**src/rtl/clk_div_pkg.sv**
```systemverilog
// Shared types for the clock divider: default divisor type and lock FSM states.
package clk_div_pkg;

    localparam int DIV_W_DEF = 8;

    typedef logic [DIV_W_DEF-1:0] div_t;

    typedef enum logic [1:0] {
        LS_WAIT,
        LS_PEND,
        LS_LOCKED
    } lock_state_t;

endpackage

```
**src/rtl/clk_div_ch.sv**
```systemverilog
// One divider channel: period counter, shadow/active divisor pair with a
// pending flag, and registered enable-pulse and square-wave outputs.
module clk_div_ch
    import clk_div_pkg::*;
#(
    parameter int DIV_W     = 8,
    parameter int RESET_DIV = 4
) (
    input  logic             clk_in,
    input  logic             resetn,
    input  logic [DIV_W-1:0] div_in,
    input  logic             div_load,
    input  logic             ch_en,
    output logic             clk_en,
    output logic             clk_out,
    output logic             pending
);

    logic [DIV_W-1:0] cnt_reg;
    logic [DIV_W-1:0] active_reg;
    logic [DIV_W-1:0] shadow_reg;
    logic             pending_reg;
    logic             clk_en_reg;
    logic             clk_out_reg;

    logic [DIV_W-1:0] d_eff;
    logic [DIV_W:0]   half_d;
    logic             terminal;
    logic             below_half;
    logic             is_one;
    logic             adopt;

    // Effective divisor (0 behaves as 1), terminal count and high-phase test.
    // A load arriving in the same cycle blocks adoption so the boundary keeps
    // the old divisor and the freshly written shadow is taken next time.
    always_comb begin
        d_eff      = (active_reg == '0) ? DIV_W'(1) : active_reg;
        half_d     = ({1'b0, d_eff} + (DIV_W+1)'(1)) >> 1;
        terminal   = (cnt_reg == (d_eff - DIV_W'(1)));
        below_half = ({1'b0, cnt_reg} < half_d);
        is_one     = (d_eff == DIV_W'(1));
        adopt      = pending_reg && !div_load && (!ch_en || terminal);
    end

    // Counter, outputs and divisor bookkeeping.
    always_ff @(posedge clk_in or negedge resetn) begin
        if (!resetn) begin
            cnt_reg     <= '0;
            active_reg  <= DIV_W'(RESET_DIV);
            shadow_reg  <= DIV_W'(RESET_DIV);
            pending_reg <= 1'b0;
            clk_en_reg  <= 1'b0;
            clk_out_reg <= 1'b0;
        end else begin
            if (ch_en) begin
                clk_en_reg  <= terminal;
                clk_out_reg <= below_half && !is_one;
                cnt_reg     <= terminal ? '0 : cnt_reg + DIV_W'(1);
            end else begin
                clk_en_reg  <= 1'b0;
                clk_out_reg <= 1'b0;
                cnt_reg     <= '0;
            end
            if (adopt) begin
                active_reg <= shadow_reg;
            end
            if (div_load) begin
                shadow_reg  <= div_in;
                pending_reg <= 1'b1;
            end else if (adopt) begin
                pending_reg <= 1'b0;
            end
        end
    end

    assign clk_en  = clk_en_reg;
    assign clk_out = clk_out_reg;
    assign pending = pending_reg;

endmodule

```
**src/rtl/clk_div_gen.sv**
```systemverilog
// Multi-channel clock-enable generator with a lock indicator that asserts
// once every channel has adopted its committed divisor and settled.
module clk_div_gen
    import clk_div_pkg::*;
#(
    parameter int N_CH        = 2,
    parameter int DIV_W       = 8,
    parameter int RESET_DIV   = 4,
    parameter int LOCK_CYCLES = 16
) (
    input  logic                  clk_in,
    input  logic                  resetn,
    input  logic [N_CH*DIV_W-1:0] div_in,
    input  logic                  div_load,
    input  logic [N_CH-1:0]       ch_en,
    output logic [N_CH-1:0]       clk_en,
    output logic [N_CH-1:0]       clk_out,
    output logic                  locked
);

    localparam int LCW = (LOCK_CYCLES < 1) ? 1 : $clog2(LOCK_CYCLES + 1);
    localparam logic [LCW:0]   LOCK_FULL = (LCW+1)'(LOCK_CYCLES);
    localparam logic [LCW-1:0] LOCK_SAT  = LCW'(LOCK_CYCLES);

    logic [N_CH-1:0] pend_vec;
    logic            any_pending;

    lock_state_t     lock_state_reg;
    logic [LCW-1:0]  lock_cnt_reg;
    logic            locked_reg;
    logic [LCW:0]    lock_sum;

    genvar gi;
    generate
        for (gi = 0; gi < N_CH; gi++) begin : g_ch
            clk_div_ch #(
                .DIV_W     (DIV_W),
                .RESET_DIV (RESET_DIV)
            ) u_ch (
                .clk_in   (clk_in),
                .resetn   (resetn),
                .div_in   (div_in[gi*DIV_W +: DIV_W]),
                .div_load (div_load),
                .ch_en    (ch_en[gi]),
                .clk_en   (clk_en[gi]),
                .clk_out  (clk_out[gi]),
                .pending  (pend_vec[gi])
            );
        end
    endgenerate

    // Pending summary and the next lock count value (one wider so it cannot wrap).
    always_comb begin
        any_pending = |pend_vec;
        lock_sum    = {1'b0, lock_cnt_reg} + (LCW+1)'(1);
    end

    // Lock FSM: a load always forces PEND; WAIT counts settled cycles up to the
    // saturating limit, LOCKED holds until the next load.
    always_ff @(posedge clk_in or negedge resetn) begin
        if (!resetn) begin
            lock_state_reg <= LS_WAIT;
            lock_cnt_reg   <= '0;
            locked_reg     <= 1'b0;
        end else if (div_load) begin
            lock_state_reg <= LS_PEND;
            locked_reg     <= 1'b0;
        end else begin
            case (lock_state_reg)
                LS_WAIT: begin
                    if (lock_sum >= LOCK_FULL) begin
                        lock_cnt_reg   <= LOCK_SAT;
                        lock_state_reg <= LS_LOCKED;
                        locked_reg     <= 1'b1;
                    end else begin
                        lock_cnt_reg <= lock_sum[LCW-1:0];
                    end
                end
                LS_PEND: begin
                    if (!any_pending) begin
                        lock_cnt_reg   <= '0;
                        lock_state_reg <= LS_WAIT;
                    end
                end
                LS_LOCKED: begin
                    locked_reg <= 1'b1;
                end
                default: begin
                    lock_state_reg <= LS_WAIT;
                    lock_cnt_reg   <= '0;
                    locked_reg     <= 1'b0;
                end
            endcase
        end
    end

    assign locked = locked_reg;

endmodule
```
**config.mk**
```make
export PLATFORM = sky130hd
export DESIGN_NAME = clk_div_gen
export DESIGN_NICKNAME = d
export VERILOG_FILES = /design/src/rtl/clk_div_pkg.sv /design/src/rtl/clk_div_ch.sv /design/src/rtl/clk_div_gen.sv
export SDC_FILE = /design/constraint.sdc
export NUM_CORES = 1
export LEC_CHECK = 0
export ABC_AREA = 1
export CAP_MARGIN = 30
export CORE_MARGIN = 5
export CORE_UTILIZATION = 45
export CTS_CLUSTER_DIAMETER = 80
export CTS_CLUSTER_SIZE = 10
export DETAILED_ROUTE_END_ITERATION = 10
export HOLD_SLACK_MARGIN = 0.05
export PLACE_DENSITY = 0.62
export SYNTH_ARGS = -nofsm -noshare
export SYNTH_HDL_FRONTEND = slang
export SYNTH_SLANG_ARGS = --single-unit
export TNS_END_PERCENT = 100
```
**constraint.sdc**
```tcl
create_clock -name clk_in -period 5.12 [get_ports clk_in]
set_input_delay 1.024 -clock clk_in [delete_from_list [all_inputs] [get_ports clk_in]]
set_output_delay 1.024 -clock clk_in [all_outputs]
set_load 0.05 [all_outputs]
```
==> results by stage <==
Route:
- The highest layer used for signal routing is met4.
- The detailed-route via count is between 3k and 4k.
- The detailed route wirelength on metal2 is 3470 um.
- The pre-antenna-repair detailed-routing pass consisted of 7 iterations.
- The DRC marker count from the first detailed-route iteration is 130.
- Once detail routing completed, the nets flagged for antenna violations numbered 0.
- The final wirelength is 7630 um.
- After detailed routing, the met3 layer carries 338 um of wire.
- In the routed design, unresolved DRC markers number 0.
- The mean number of vias per cell is 4.96.
- The wire length on met1 is 3700 um.
- The average routed wire per standard cell is 12.0 um.

Power:
- The highest ir drop seen on vdd is roughly 0.19 mV.
- The analysis attributes to cell leakage a power of between 2 and 2.5 nW.
- For this design the ratio of total power to cell area is 362 nW/um^2.

GRT:
- For this run, the total global-route usage over all layers was measured as 0.166.
- The pin count of the biggest net entering global routing is 63.
- The number of antenna violations at the first check in global routing is 0.
- The number of global-route vias before repair came to roughly 3.1k.
- The global-route wire length before repair is between 10000 and 15000 um.
- The total overflow left after global routing is 0.

STA:
- For this run, the top clock speed supported by timing is 367 MHz.
- The worst clock skew is 0.00680 ns.
- The setup TNS is 0 ns.
- The share of the clock period used by the worst path after layout is 0.532.
- Setup repair after global routing left no endpoint under its margin.
- The setup-violating endpoint count in the final report is 0.
- The total count of hold-check failures in the final report is 0.
- At the pin with the least slew margin, the transition time is roughly 0.75 ns.
- The max-slew violation total from the final report is 0.
- The worst path in the final design needs a cycle of roughly 2.7 ns, including I/O delays and setup.
- Measured against its own limit, the worst slew margin works out to 0.498.

Synth:
- The share of the synthesized area in the top cell type is 0.386.
- The cell area that synthesis handed to floorplanning was 3760 um^2.
- The share of the yosys chip area belonging to registers is 0.414.
- In the post-synthesis netlist, the biggest area contributors are dfrtp_1, nand2_1, ha_1.
- By instance count, the leading cell after synthesis is nand2_1.
- The number of flops mapped to enable cells by yosys is 0.
- The number of library cell types mapped by synthesis is 34.
- Each instance of the synthesized netlist takes up on average 7.59 um^2.
- The top cell type by total area after synthesis is dfrtp_1.
- By count the netlist is led by nand2_1, dfrtp_1, inv_1, nor2_1, nand3_1.
- The number of synthesis warnings is 0.
- The share of async-settable or async-resettable flops after synthesis is 1.00.
- The synthesis-stage register bit count is 62.
- Among all flip-flop cells after synthesis, the most frequent one is dfrtp_1.
- The number of nets in the synthesized netlist is about 540.
- Synthesis produced 496 cells.

Cells and area:
- The area growth from synthesis to layout is 13.4%.
- The count of inserted antenna diode cells is 0.
- The fraction of final layout cells sized beyond drive strength 1 is 0.0888.
- At the end of the flow, the number of nets in the layout was 566.
- Summing all non-filler instances in the final layout gives an area of 4270 um^2.
- The fraction of the core area covered by cells at the end of the flow is 0.522.

Place:
- The cell area after placement is between 4000 and 5000 um^2.
- The count of buffers inserted at the top-level ports is 25.
- At the end of routability-driven placement, the weighted congestion stood at 0.883.
- Once detailed placement completed, the half-perimeter wirelength came to 5820 um.

Critical path:
- The launching element type of the critical path is a register.
- The critical path data required time is around 5.3 ns.
- The signal on the critical path passes through inv_2 -> nand2_1 -> nor2_2 -> a21oi_2 -> ha_1 -> inv_1 -> nand2_1 -> nand2_1 -> nand2_1 -> nand2_1 -> nor2_1 -> nand3_1 -> nor2_1 -> nand3_2 -> nand2_2 -> nand2_2 -> nand2_1 -> nand2_1.
- In this run the worst path has a maximum fanout of 16.
- The cell with the biggest individual delay on the critical path is dfstp_2.
- The worst register-to-register path begins at g_ch[0].u_ch.active_reg[2].
- The setup path with the least slack is of type reg -> reg.
- The cell with the most instances on the worst path is nand2_1.
- The data arrival time at the worst-slack endpoint is 2.95 ns.
- The source of the critical timing path is g_ch[0].u_ch.active_reg[2].
- The capturing element type of the critical path is a register.
- The largest stage delay on the critical path is 0.59 ns.

Clock tree:
- The number of buffers added by the clock tree synthesis step is 9.
- Post-CTS timing repair inserted 0 buffers for setup.
- The buffer cell driving the clock tree root is clkbuf_8.
- The number of gates resized after CTS is 0.
- The later-pin clock latency in the skew report is about 0.33 ns.
- The depth of the CTS H-tree is 3.
- The clock tree buffer depth is 2.
- The hold buffer count at cts is 0.
- The clock slew at the register clock pins of the worst setup and hold paths is roughly 0.07 ns.
- For this design, the sink count on the clock tree is 62.
- The clock tree from TritonCTS is done.

Die:
- The total area inside the core boundary comes to 8180 um^2.
- The number of I/O pins is 26.
- The initial core utilization is 0.460.
- The floorplan has 33 rows.
- The die outline height is roughly 100 um.
- The die is 101 um wide.
- The die covers 10300 um^2.

Worst hold path:
- In this run the worst hold path is classified as reg -> reg.
- In this run the most critical hold path is launched from lock_cnt_reg[3].

Run status:
- The run finished with clean final reports.

Flow run:
- The max-cap check violation count is 0.
logic make-up after synthesis:
family                   share of synthesized area
AO/OA/AOI/OAI                               0.0612
buffers and inverters                       0.0738
flip-flops                                   0.414
adder cells (fa/ha/maj)                     0.0698
AND/OR/NAND/NOR                              0.330
XOR/XNOR                                    0.0512
layout make-up:
class	count	area, um^2
fillers	815	3910
flip-flops and latches	62	1560
clock inverters	4	47.5
multi-input cells	368	1930
repair buffers	26	253
inverters	57	214
well taps	105	131
clock buffers	12	135
where the power goes:
group | internal, mW | total [mW] | switching (mW) | leakage [nW]
Sequential | 0.562 | 0.638 | 0.0762 | 0.787
Clock | 0.224 | 0.404 | 0.181 | 0.0904
Combinational | 0.189 | 0.501 | 0.312 | 1.30
path summary, 6_finish.rpt:
kind	depth (start not counted)	end	slack, ns
min in group asynchronous	2	lock_cnt_reg[1]	0.84
max in group asynchronous	2	g_ch[1].u_ch.cnt_reg[6]	3.78
max	18	g_ch[0].u_ch.active_reg[3]	2.39
max reg2reg	18	g_ch[0].u_ch.active_reg[3]	2.39
min reg2reg	1	lock_cnt_reg[3]	0.46
min	1	lock_cnt_reg[3]	0.46
critical path: cells and delay by family (launching register included):
kind            cells  cell delay [ns]
compound gates      1             0.21
fa+ha+maj           1             0.23
buf+inv             2             0.11
flops               1             0.59
simple gates       14             1.46
per-stage QoR:
stage | hold WS, ns | power (mW) | cells | setup WS (ns)
2_1_floorplan | 0.423 | 1.02 | 496 | 2.97
3_3_place_gp | 0.442 | 1.14 | 618 | 2.22
3_5_place_dp | 0.442 | 1.15 | 618 | 2.16
4_1_cts | 0.456 | 1.57 | 634 | 2.38
5_1_grt | 0.458 | 1.67 | 634 | 2.11
6_report | 0.457 | 1.54 | 634 | 2.39
layer usage:
metal | GRT usage | up-vias
met4 | 0.0521 | 0
met1 | 0.218 | 1448
li1 | - | 1628
met3 | 0.0475 | 10
met5 | 0 | -
met2 | 0.264 | 56
cells in the final DEF (no fill, tap or decap):
master and instances:
o32ai_1 1, inv_2 8, and2_1 1, clkdlybuf4s50_1 24
nand3_1 45, clkinv_2 2, dfstp_2 4, nor2_2 5
a31oi_1 3, o21bai_1 2, nand2_1 161, nor2_1 48
ha_1 21, a211oi_1 2, a21oi_1 8, a21boi_0 2
buf_2 1, bufinv_16 1, xnor2_1 6, o211ai_1 3
nand4_1 5, nor2_4 3, nand2_2 6, dfrtp_1 58
nor3_1 8, inv_1 48, nand3_2 3, and3_1 2
xor2_1 16, clkbuf_8 9, clkinv_1 1, o21ai_4 1
a21oi_2 1, o21ai_0 14, clkbuf_1 3, clkinvlp_4 1
buf_4 1, nand2_4 1
Note: power is estimated with default switching activity, not from simulation.
==> variant, RTL diff (same settings) <==
Re-encode `lock_state_t` (3 states) as one-hot, 3 bits wide.
--- a/src/rtl/clk_div_pkg.sv
+++ b/src/rtl/clk_div_pkg.sv
@@ -7,6 +7,6 @@
 
-    typedef enum logic [1:0] {
-        LS_WAIT,
-        LS_PEND,
-        LS_LOCKED
+    typedef enum logic [2:0] {
+        LS_WAIT   = 3'b001,
+        LS_PEND   = 3'b010,
+        LS_LOCKED = 3'b100
     } lock_state_t;
Behaviour: no difference found for any inputs over 4 cycles, from zero or initial values and one cycle with resetn low; so few cycles prove little.
==> variant against the unedited design <==
  * Setup slack worse by 0.18 ns
  * Fmax is 6.2% lower
  * Routed wire length is 1.3% lower
  * Area after synthesis is 0.93% higher
  * Sequential cell count is 1 higher
  * Power is 2.2% higher
  * Utilization is 0.36 points higher
  * Count of clock-buffer cells in the layout is 3 lower
  * Final area is 1.2% higher
  * Non-clock buffer count stayed put
  * Clock skew is 0.0023 ns higher
  * Worst hold slack better by 0.0097 ns
  * Largest power group unchanged
  * Highest routed layer unchanged
==> variant: results (changes against the unedited design) <==
GRT
  – Vias in the first global route: 3,081 (+0.62%)
  – First-pass GRT wire length: 13,500 um (-1.4%)
  – Largest net degree at the start of global routing: 64 (+1.6%)
  – Grt met3 use: 2.66% (-2.1 points)
  – GR Util met2: 26.2% (-0.25 points)
  – GRT Total Usage: 16.1% (-0.44 points)
  – Met1 Use GR: 21.9% (+0.12 points)

Route
  – Drt first-iter violations: 91 (-30%)
  – Routed met3 length: 234 um (-31%)
  – Met2 wire len: 3440 um (-1.1%)
  – First-pass detailed-route iteration total: 4 (-3)
  – Post-route met1 wirelength: 3770 um (+2.0%)
  – DR vias/cell: 4.86 (-1.9%)
  – Final wirelength: 7530 um (-1.3%)

Synthesis
  – Post-synth cell types: 32 (-5.9%)
  – Complex-gate fraction of the synthesized area: 5.01% (-1.1 points)
  – Commonest cells in the synthesized netlist: nand2_1 (172), dfrtp_1 (58), nand3_1 (49)
  – Post-synthesis sequential area ratio: 41.7% (+0.31 points)
  – Syn_nets: 544 (+1.1%)
  – Ys async rst share: 100% (unchanged)
  – Top area cells in the synthesized netlist: dfrtp_1 (38%), nand2_1 (17%), ha_1 (6.9%)
  – Post-synthesis adder-cell area fraction: 6.92% (-0.064 points)
  – Post-synthesis mux area share: 0% (unchanged)
  – Xor and xnor area share after synthesis: 4.84% (-0.28 points)

Placed design
  – DP HPWL: 5720 um (-1.7%)
  – Pre-CTS setup slack: 1.83 ns (-0.323 ns)
  – Port Buf Inserts: 25 (unchanged)
  – RD Place Congestion: 0.875 (-0.91%)

Power and ir drop
  – Internal power: 989 uW (+1.5%)
  – Design Power: 1.58 mW (+2.2%)
  – Comb power frac: 31.6% (-0.9 points)
  – Clock network power: 441 uW (+9.2%)
  – Worst VDD drop: 218 uV (+15%)
  – Lkg Pwr: 2.25 nW (+3.4%)

Min path
  – Hold path startpoint: g_ch[0].u_ch.shadow_reg[2]

Layout
  – Buffers excl. clock: 26 (unchanged)
  – Clkbuf count: 9 (-3)
  – Clock network area share: 4.69% (+0.41 points)
  – Sequential cell count: 63 (+1.6%)
  – Comb_multi_in: 373 (+1.4%)
  – Multi-input combinational area share: 44.9% (-0.33 points)
  – Signal buf overhead: 5.85% (-0.070 points)
  – Filler Cells Inserted: 818 (+0.37%)
  – Reg area: 0.00158 mm2 (+1.7%)
  – Final net count: 571 (+0.88%)
  – Share of cells above drive strength 1: 9.93% (+1.0 points)
  – Inverters: 56 (-1.8%)

Worst setup path
  – Largest stage delay, worst path: 0.79 ns (+0.20 ns)
  – Top delay family on crit path: buffers and inverters
  – Worst Setup SP: div_load
  – Crit path arrival time: 3.15 ns (+0.20 ns)
  – FF-to-FF Start: g_ch[0].u_ch.active_reg[4]
  – CP max FO: 21 (+5)
  – Slowest cell on the critical path: clkdlybuf4s50_1

Clocking
  – Setup repair bufs after CTS: 0 (unchanged)
  – Htree depth: 3 (unchanged)
  – Root Buffer: clkbuf_8

Timing
  – Relative slew slack: 47.9% (-1.9 points)
  – Clock Skews: 0.00909 ns (+0.00228 ns)

Status
  – Status: complete, no violations
## variant: worst reg2reg max path: cells and delay by family, from the launching register on
family | cells | cell delay (ns)
buffers and inverters | 3 | 0.23
flip-flops | 1 | 0.46
adder cells (fa/ha/maj) | 1 | 0.24
AND/OR/NAND/NOR | 15 | 1.59
## variant: final timing paths
check	slack, ns	cells after the start	to
min reg2reg	0.47	2	g_ch[0].u_ch.shadow_reg[2]
max reg2reg	2.47	19	g_ch[0].u_ch.active_reg[7]
min	0.47	2	g_ch[0].u_ch.shadow_reg[2]
max	2.22	7	lock_cnt_reg[3]
max in group asynchronous	3.76	2	g_ch[1].u_ch.cnt_reg[4]
min in group asynchronous	0.83	2	lock_cnt_reg[3]
## variant: metrics by stage
| step | instances | cell area, um2 |
|---|---|---|
| 3_5_place_dp | 623 | 4120 |
| 5_1_grt | 639 | 4320 |
| 6_report | 639 | 4320 |
| 4_1_cts | 639 | 4320 |
| 2_1_floorplan | 502 | 3800 |
| 3_3_place_gp | 623 | 4120 |
